## config.mk

```make
export PLATFORM = sky130hd
export DESIGN_NAME = counter_read_latch
export DESIGN_NICKNAME = d
export VERILOG_FILES = /design/src/rtl/counter_read_latch.sv
export SDC_FILE = /design/constraint.sdc
export NUM_CORES = 1
export LEC_CHECK = 0
export CAP_MARGIN = 5
export CORE_MARGIN = 2
export CORE_UTILIZATION = 35
export DETAILED_ROUTE_END_ITERATION = 8
export MAX_ROUTING_LAYER = met4
export PLACE_DENSITY_LB_ADDON = 0.15
export REMOVE_ABC_BUFFERS = 1
export SYNTH_ARGS = -nofsm -noshare
export SYNTH_HDL_FRONTEND = slang
export SYNTH_SLANG_ARGS = --single-unit
```

## constraint.sdc

```tcl
create_clock -name clk -period 3.41 [get_ports clk]
set_input_delay 0.682 -clock clk [delete_from_list [all_inputs] [get_ports clk]]
set_output_delay 0.682 -clock clk [all_outputs]
set_load 0.005 [all_outputs]
```

## src/rtl/counter_read_latch.sv

```systemverilog
// counter_read_latch
//   Host-facing read-back path for one 8254 counter. Either follows the live
//   count from the counter core or holds a latched snapshot, optionally holds
//   a latched status byte, and serves one byte per qualified read strobe in
//   the LSB/MSB order selected by the RW mode.
//
// Ports
//   clk               system clock, all state changes on the rising edge
//   rst_n             asynchronous active-low reset
//   counter_selector  high when the bus interface addresses this counter
//   mode_write        1-cycle pulse: control word written to this counter
//   rw_mode[1:0]      01 LSB only, 10 MSB only, 11 LSB then MSB, 00 invalid
//   mode[2:0]         counter mode, reported in the status byte
//   bcd               BCD flag, reported in the status byte
//   count_value       live count from the counter core
//   out_state         current counter OUT pin level
//   null_count        new count written but not yet loaded into the core
//   latch_cmd         1-cycle pulse: counter-latch command
//   status_latch_cmd  1-cycle pulse: read-back status latch command
//   rd_stb            1-cycle read pulse, already synchronous to clk
//   data_out[7:0]     byte returned by a read in this cycle (combinational)
//   count_latched     high while a latched count is held
//   status_latched    high while a latched status byte is held
module counter_read_latch #(
  parameter int   COUNT_W   = 16,
  parameter logic RESET_MSB = 1'b0
) (
  input  logic               clk,
  input  logic               rst_n,
  input  logic               counter_selector,
  input  logic               mode_write,
  input  logic [1:0]         rw_mode,
  input  logic [2:0]         mode,
  input  logic               bcd,
  input  logic [COUNT_W-1:0] count_value,
  input  logic               out_state,
  input  logic               null_count,
  input  logic               latch_cmd,
  input  logic               status_latch_cmd,
  input  logic               rd_stb,
  output logic [7:0]         data_out,
  output logic               count_latched,
  output logic               status_latched
);

  typedef enum logic {FOLLOW = 1'b0, LATCHED = 1'b1} count_state_t;

  localparam logic [1:0] RW_LSB  = 2'b01;
  localparam logic [1:0] RW_MSB  = 2'b10;
  localparam logic [1:0] RW_BOTH = 2'b11;

  count_state_t       count_state;
  logic [COUNT_W-1:0] out_latch;
  logic               byte_ptr;     // 0 = LSB next, 1 = MSB next (RW=11 only)
  logic [7:0]         status_byte;
  logic               status_held;

  // Commands and reads only count when this counter is addressed.
  logic rd, mode_wr, latch_req, status_req;
  assign rd         = rd_stb & counter_selector;
  assign mode_wr    = mode_write & counter_selector;
  assign latch_req  = latch_cmd & counter_selector;
  assign status_req = status_latch_cmd & counter_selector;

  // A held status byte shadows the count; that read leaves the count path alone.
  logic count_rd;
  assign count_rd = rd & ~status_held;

  // The last byte of the current RW sequence has been consumed by this read.
  // RW=00 has no bytes to deliver, so any count read ends the sequence.
  logic seq_done;
  assign seq_done = count_rd & ((rw_mode != RW_BOTH) | byte_ptr);

  // After this edge the count path is free to follow or re-latch.
  logic free_next;
  assign free_next = (count_state == FOLLOW) | seq_done;

  // NOTE: sequential state uses non-blocking assignments only, so every
  // right-hand side sees the pre-edge value regardless of statement order.
  always_ff @(posedge clk or negedge rst_n) begin
    if (!rst_n) begin
      count_state <= FOLLOW;
      out_latch   <= '0;
      byte_ptr    <= RESET_MSB;
      status_byte <= 8'h00;
      status_held <= 1'b0;
    end else if (mode_wr) begin
      // A control word restarts the read sequence from scratch.
      count_state <= FOLLOW;
      out_latch   <= count_value;
      byte_ptr    <= RESET_MSB;
      status_held <= 1'b0;
    end else begin
      if (count_rd && rw_mode == RW_BOTH) begin
        byte_ptr <= ~byte_ptr;
      end

      // The read consumes the presented byte first; a latch command on the
      // same edge then captures the current count.
      if (free_next) begin
        out_latch   <= count_value;
        count_state <= latch_req ? LATCHED : FOLLOW;
      end

      if (status_held) begin
        if (rd) begin
          status_held <= 1'b0;
        end
      end else if (status_req) begin
        status_byte <= {out_state, null_count, rw_mode, mode, bcd};
        status_held <= 1'b1;
      end
    end
  end

  // NOTE: every branch of this case assigns data_out and a default precedes
  // it, so no latch is inferred.
  always_comb begin
    data_out = 8'h00;
    if (status_held) begin
      data_out = status_byte;
    end else begin
      unique case (rw_mode)
        RW_LSB:  data_out = out_latch[7:0];
        RW_MSB:  data_out = out_latch[15:8];
        RW_BOTH: data_out = byte_ptr ? out_latch[15:8] : out_latch[7:0];
        default: data_out = 8'h00;
      endcase
    end
  end

  assign count_latched  = (count_state == LATCHED);
  assign status_latched = status_held;

endmodule
```

==> results of run 1 <==
==> registers in the layout, indices dropped and copies added, names as in the netlist <==
| signal | flops |
|---|---|
| out_latch | 16 |
| status_byte | 8 |
| byte_ptr | 1 |
| count_latched | 1 |
| status_latched | 1 |
==> power groups by stage <==
stage,combinational (W),clock (W),sequential (W)
after global routing,0.000222,0.000154,0.000408
after CTS,0.000208,0.000139,0.000401
after detailed placement,0.000207,0,0.000407
after global placement,0.000205,0,0.000405
final,0.000204,0.000132,0.000400
after floorplan,0.000104,0,0.000396
==> logic make-up (layout without fill, tap and decap cells) <==
logic type             after synthesis  count (layout)  synth area share, %
AOI/OAI and AO/OA                   14              14                 10.6
buffers and inverters                4              48                 2.66
DFF                                 27              27                 53.2
muxes                               24              24                 23.9
and+or+nand+nor                     18              18                 9.56
==> critical path, cell delays in order <==
cell	delay [ns]
sky130_fd_sc_hd__clkdlybuf4s50_1	0.53
sky130_fd_sc_hd__nor2b_1	0.45
sky130_fd_sc_hd__and3_1	0.23
sky130_fd_sc_hd__a221o_1	0.12
sky130_fd_sc_hd__clkdlybuf4s50_1	0.50
==> placed cells by master (no fill, tap or decap) <==
master / n
sky130_fd_sc_hd__a211oi_1: 1
sky130_fd_sc_hd__a21o_1: 1
sky130_fd_sc_hd__a221o_1: 8
sky130_fd_sc_hd__a22o_1: 1
sky130_fd_sc_hd__and3_1: 8
sky130_fd_sc_hd__and3b_1: 1
sky130_fd_sc_hd__and4b_1: 1
sky130_fd_sc_hd__buf_4: 3
sky130_fd_sc_hd__clkbuf_1: 1
sky130_fd_sc_hd__clkbuf_4: 3
sky130_fd_sc_hd__clkdlybuf4s50_1: 40
sky130_fd_sc_hd__dfrtp_1: 27
sky130_fd_sc_hd__inv_1: 1
sky130_fd_sc_hd__mux2_2: 15
sky130_fd_sc_hd__mux2_4: 9
sky130_fd_sc_hd__nand2_1: 2
sky130_fd_sc_hd__nand2b_1: 1
sky130_fd_sc_hd__nand3b_1: 2
sky130_fd_sc_hd__nor2b_1: 1
sky130_fd_sc_hd__nor3b_1: 1
sky130_fd_sc_hd__nor4bb_2: 1
sky130_fd_sc_hd__o211ai_4: 1
sky130_fd_sc_hd__o21ai_0: 2
==> cells in the mapped netlist <==
master and instances:
sky130_fd_sc_hd__a211oi_1 1, sky130_fd_sc_hd__a21o_1 1, sky130_fd_sc_hd__a221o_1 8, sky130_fd_sc_hd__a22o_1 1, sky130_fd_sc_hd__and3_1 8, sky130_fd_sc_hd__and3b_1 1
sky130_fd_sc_hd__and4b_1 1, sky130_fd_sc_hd__buf_12 1, sky130_fd_sc_hd__buf_2 2, sky130_fd_sc_hd__dfrtp_1 27, sky130_fd_sc_hd__inv_1 1, sky130_fd_sc_hd__mux2_2 15
sky130_fd_sc_hd__mux2_4 9, sky130_fd_sc_hd__nand2_1 2, sky130_fd_sc_hd__nand2b_1 1, sky130_fd_sc_hd__nand3b_1 2, sky130_fd_sc_hd__nor2b_1 1, sky130_fd_sc_hd__nor3b_1 1
sky130_fd_sc_hd__nor4bb_1 1, sky130_fd_sc_hd__o211ai_4 1, sky130_fd_sc_hd__o21ai_0 2
==> stage by stage <==
| step | util (%) | setup WS (ns) |
|---|---|---|
| floorplan | - | 1.21 |
| global placement | 50.5 | 0.199 |
| detailed placement | 50.5 | 0.156 |
| CTS | 51.3 | 0.159 |
| global route | 51.3 | 0.0729 |
| finish | 51.3 | 0.216 |
==> how the worst min path moves through the flow <==
stage | startpoint | endpoint | slack (ns) | cells past startpoint
2_1_floorplan | rst_n | byte_ptr | 0.39 | 0
3_3_place_gp | out_latch[13] | out_latch[13] | 0.48 | 1
3_5_place_dp | out_latch[15] | out_latch[15] | 0.49 | 1
4_1_cts | out_latch[8] | out_latch[8] | 0.53 | 1
5_1_grt | out_latch[13] | out_latch[13] | 0.55 | 1
6_report | out_latch[8] | out_latch[8] | 0.52 | 1
==> per-layer routing <==
layer | up-vias | track usage [%]
li1 | 426 | -
met5 | - | -
met3 | 2 | 2.99
met2 | 23 | 24.0
met1 | 455 | 18.7
met4 | 0 | 4.79
==> cell type report <==
type / instances / area (um^2) / share of cell area, %
multi-input cells: 56 / 567 / 32.3
well taps: 46 / 57.6 / 3.28
flip-flops and latches: 27 / 676 / 38.5
clock buffers: 4 / 26.3 / 1.50
repair buffers: 43 / 423 / 24.1
inverters: 1 / 3.75 / 0.214
==> metrics.yaml, run 1 <==
sta:
  clock.fmax_mhz: 313
  setup_viol: 0
  final_period_minus_worst_setup_slack_ns: 3.19
  worst_hold_margin_ns: 0.517
  clock_skew_ns: 0.00598
  layout_worst_path_cycle_share_pct: 93.7
  worst_pin_slew_ns: 0.746
  final.setup.tns_ns: 0
  timing_max_transition_violations_final: 0
  max_slew_margin_pct: 50.0
  rsz_0062_raised_after_global_routing: "false"
  hold_viol_final: 0
setup_path:
  worst_r2r_startpoint: "status_latched"
  critical_path_class: "input port to primary output"
  reg2reg_to: "out_latch[11]"
  worstPathRequired_ns: 2.73
  ff2ff_setup_slack_ns: 1.36
  timing.critical_path.from_type: "input port"
  worst-path-max-fanout: 8
  critical_path.endpoint_type: "primary output"
  setup.worst_path.end: "data_out[5]"
  cp-startpoint: "rw_mode[1]"
  worst_ep_arrival_time_ns: 2.51
  worstRegToRegCells: 3
cts:
  cts_sinks: 27
  clkSlewWorstSetupHoldPaths_ns: 0.13
  max-clock-path-buffers: 2
  tritoncts_clock_tree: "yes"
  root_buffer: "sky130_fd_sc_hd__clkbuf_4"
  post_cts_resized: 0
  h-tree-depth: 1
  tritoncts.num_buffers: 3
  cts.hold.buffers_added: 0
  clock_latency_ns: 0.31
  postCtsSetupBuffers: 0
floorplanning:
  design.die.area_mm2: 0.00413
  coreArea_mm2: 0.00342
  ioPinCount: 41
  die_span_y_um: 64.2
  row_count: 21
  die_x_um: 64.2
  floorplan.initialDensity_pct: 37.2
min_path:
  type_of_the_worst_min_delay_path: "flip-flop to flip-flop"
logic_synthesis:
  synth.cell_area_mm2: 0.00127
  yosys-top-cells-area: "sky130_fd_sc_hd__dfrtp_1, sky130_fd_sc_hd__mux2_2, sky130_fd_sc_hd__mux2_4, sky130_fd_sc_hd__a221o_1, sky130_fd_sc_hd__and3_1"
  synth_largest_type_area_fraction_pct: 53.2
  synth_top_cell_by_area: "sky130_fd_sc_hd__dfrtp_1"
  netlist_instances: 87
  synth.yosys.warnings: 0
  postSynthAreaPerCell_um2: 14.6
  synth.lib_cells_used.distinct: 21
  seq_area_frac_synth_pct: 53.2
  synth_seq_cells: 27
route:
  met2WireLength_mm: 1.32
  vias: 906
  post-route-drc-count: 0
  first_iter_violations: 33
  wirelength_met1_mm: 1.28
  firstDrtPassIters: 4
  topRoutingLayerUsed: "met4"
  final_antenna_net_count: 0
  postRouteWirelength_mm: 2.76
  via_per_inst: 5.12
  wl_per_cell_um: 15.6
  met3_wirelength_um: 144
pwr:
  share_comb_of_total_power_pct: 27.7
  leakage_nw: 0.777
  worst_vdd_ir_uv: 174
  netSwitchingFraction_pct: 24.9
  power-per-cell-area_mw_per_mm2: 420
  cellInternalPower_w: 0.000553
  power.net_switching_w: 0.000183
  seq_power_share_pct: 54.4
  design_power_total_w: 0.000736
  clock_power_share_pct: 17.9
global_route:
  antenna_found_initial: 0
  maximum_number_of_pins_on_one_net_before_global_route_repair: 28
  number_of_global_route_vias_before_repair: 971
  grt_first_pass_wirelength_mm: 4.61
  grt_usage_pct: 14.8
  grt.overflow.total: 0
run_status:
  run_status: "finished, final reports clean"
placement:
  placement.io_buffers: 40
  hpwlAfterDp_mm: 1.91
  place.detailed.instances: 173
  dpl-instance-area_mm2: 0.00173
  gp_congestion: 0.705
run:
  drv.max_cap_violation_count: 0
final_layout:
  drive_gt1_share_pct: 24.4
  flow.area_growth_from_synthesis_pct: 38.0
  post-route-cell-area_mm2: 0.00175
  fillers: 316
  layout.cells.non_filler: 177
  num_antenna_cells: 0
  nets: 163
Power figures use the tool's default switching activity.
==> run 2: changes to the inputs <==
--- a/config.mk
+++ b/config.mk
@@ -12,6 +12,7 @@
 export MAX_ROUTING_LAYER = met4
 export PLACE_DENSITY_LB_ADDON = 0.15
 export REMOVE_ABC_BUFFERS = 1
+export SLEW_MARGIN = 30
 export SYNTH_ARGS = -nofsm -noshare
 export SYNTH_HDL_FRONTEND = slang
 export SYNTH_SLANG_ARGS = --single-unit
==> results of run 2 <==
The final DEF is identical to that of run 1; final timing and power are the same.
==> run 3: changes to the inputs <==
--- a/config.mk
+++ b/config.mk
@@ -8,9 +8,11 @@
 export CAP_MARGIN = 5
 export CORE_MARGIN = 2
 export CORE_UTILIZATION = 35
+export CTS_CLUSTER_DIAMETER = 50
 export DETAILED_ROUTE_END_ITERATION = 8
+export GPL_TIMING_DRIVEN = 0
 export MAX_ROUTING_LAYER = met4
-export PLACE_DENSITY_LB_ADDON = 0.15
+export PLACE_DENSITY = 0.72
 export REMOVE_ABC_BUFFERS = 1
 export SLEW_MARGIN = 30
 export SYNTH_ARGS = -nofsm -noshare
==> metrics.yaml, run 3 (same netlist as run 1, synthesis figures left out) <==
run_status:
  run_status: "finished, final reports clean"
setup_path:
  worst_ep_arrival_time_ns: 2.58  # +0.07 ns
  worstPathRequired_ns: 2.73  # about the same
  critical_path_class: "input port to primary output"
  timing.critical_path.from_type: "input port"
  worst-path-max-fanout: 8  # unchanged
  critical_path.endpoint_type: "primary output"
route:
  vias: 900  # -0.66%
  firstDrtPassIters: 4  # unchanged
  postRouteWirelength_mm: 2.77  # +0.51%
  final_antenna_net_count: 0  # unchanged
  wl_per_cell_um: 15.9  # +2.2%
  via_per_inst: 5.17  # +1.1%
  post-route-drc-count: 0  # unchanged
  first_iter_violations: 14  # -58%
floorplanning:
  floorplan.initialDensity_pct: 37.2  # unchanged
  die_x_um: 64.2  # unchanged
  design.die.area_mm2: 0.00413  # unchanged
  ioPinCount: 41  # unchanged
  coreArea_mm2: 0.00342  # unchanged
  row_count: 21  # unchanged
  die_span_y_um: 64.2  # unchanged
final_layout:
  commonest_non_fill_non_tap_cell_in_the_layout: "sky130_fd_sc_hd__clkdlybuf4s50_1"
  largest_reg_flops: 16  # unchanged
  flow.area_growth_from_synthesis_pct: 36.9
  fillers: 325  # +2.8%
  reg.largest.list: "out_latch: 16 flops, status_byte: 8 flops"
  num_antenna_cells: 0  # unchanged
  final_core_util_pct: 50.9  # -0.40 points
  nets: 160  # -1.8%
  register_bank_with_the_most_flops: "out_latch"
  drive_gt1_share_pct: 24.2  # -0.21 points
  commonest_non_fill_non_tap_cells_in_the_layout: "sky130_fd_sc_hd__clkdlybuf4s50_1, sky130_fd_sc_hd__dfrtp_1, sky130_fd_sc_hd__mux2_2"
global_route:
  maximum_number_of_pins_on_one_net_before_global_route_repair: 28  # unchanged
  grt_first_pass_wirelength_mm: 4.56  # -1.1%
  grt.overflow.total: 0  # unchanged
  antenna_found_initial: 0  # unchanged
  number_of_global_route_vias_before_repair: 935  # -3.7%
  grt_usage_pct: 14.9  # +0.038 points
pwr:
  share_comb_of_total_power_pct: 27.6  # about the same
  clock_power_share_pct: 18.5  # +0.6 points
  netSwitchingFraction_pct: 25.8  # +0.97 points
  design_power_total_w: 0.000743  # +0.99%
  seq_power_share_pct: 53.9  # -0.5 points
  power-per-cell-area_mw_per_mm2: 427  # +1.8%
  power.net_switching_w: 0.000192  # +4.9%
  leakage_nw: 0.768  # -1.2%
  worst_vdd_ir_uv: 321  # +85%
  cellInternalPower_w: 0.000551  # -0.32%
cts:
  max-clock-path-buffers: 2  # unchanged
  tritoncts_clock_tree: "yes"
  post_cts_resized: 0  # unchanged
  postCtsSetupBuffers: 0  # unchanged
  clock_latency_ns: 0.32  # about the same
  clkSlewWorstSetupHoldPaths_ns: 0.14  # about the same
  root_buffer: "sky130_fd_sc_hd__clkbuf_4"
  cts_sinks: 27  # unchanged
  h-tree-depth: 1  # unchanged
  tritoncts.num_buffers: 3  # unchanged
  cts.hold.buffers_added: 0  # unchanged
sta:
  setup_viol: 0  # unchanged
  timing_max_transition_violations_final: 0  # unchanged
  layout_worst_path_cycle_share_pct: 95.7  # +2.1 points
  post-route-worst-setup-slack_ns: 0.145  # -0.0703 ns
  final_period_minus_worst_setup_slack_ns: 3.26  # +0.0703 ns
  final.setup.tns_ns: 0  # unchanged
  rsz_0062_raised_after_global_routing: "false"
  worst_hold_margin_ns: 0.347  # -0.170 ns
  hold_viol_final: 0  # unchanged
  clock.fmax_mhz: 306  # -2.2%
  max_slew_margin_pct: 52.6  # +2.6 points
  clock_skew_ns: 0.00305  # -0.00293 ns
  worst_pin_slew_ns: 0.708  # -0.0382 ns
min_path:
  type_of_the_worst_min_delay_path: "input port to async pin"
placement:
  placement.io_buffers: 40  # unchanged
  gp_congestion: 0.721  # +2.2%
  hpwlAfterDp_mm: 2.03  # +6.3%
  place_worst_setup_slack_ns: 0.152  # -0.00374 ns
run:
  drv.max_cap_violation_count: 0  # unchanged
run 3: power groups by stage:
stage               combinational, W  sequential [W]  clock, W
global placement            0.000200        0.000403         0
finish                      0.000205        0.000400  0.000138
global route                0.000221        0.000408  0.000160
CTS                         0.000208        0.000401  0.000143
detailed placement          0.000207        0.000407         0
floorplan                   0.000104        0.000396         0
run 3: layout make-up:
cell class              count  area, um^2  area share [%]
well taps                  46        57.6            3.31
repair buffers             40         395            22.7
flip-flops and latches     27         676            38.8
inverters                   1        3.75           0.216
clock buffers               4        26.3            1.51
multi-input cells          56         581            33.4
run 3: worst max-delay path, stage by stage:
cell and delay, ns:
sky130_fd_sc_hd__clkdlybuf4s50_1 0.54, sky130_fd_sc_hd__inv_1 0.07, sky130_fd_sc_hd__a211oi_2 0.51, sky130_fd_sc_hd__a221o_1 0.28
sky130_fd_sc_hd__clkdlybuf4s50_1 0.51
run 3: path summary, 6_finish.rpt:
check                                    start             end  slack (ns)  cells after the start
worst max-delay path                rw_mode[0]     data_out[2]        0.15                      5
worst min-delay path                     rst_n  status_byte[3]        0.35                      1
worst max register to register  status_latched    out_latch[8]        1.36                      3
worst min register to register   out_latch[10]   out_latch[10]        0.52                      1
max in group asynchronous                rst_n  status_byte[6]        2.66                      1
min in group clk                 out_latch[10]   out_latch[10]        0.52                      1
run 3: per-stage QoR:
step                      instance area [um^2]  std cells
after floorplan                           1240         84
after global placement                    1700        170
after CTS                                 1740        174
after detailed placement                  1710        170
after global routing                      1740        174
final                                     1740        174
run 3: per-layer routing:
| metal | global-route usage, % | vias to the layer above | routed length [um] |
|---|---|---|---|
| met2 | 23.8 | 25 | 1430 |
| met1 | 18.7 | 452 | 1150 |
| li1 | - | 417 | - |
| met4 | 3.46 | 0 | 60 |
| met5 | - | - | 0 |
| met3 | 4.23 | 6 | 130 |
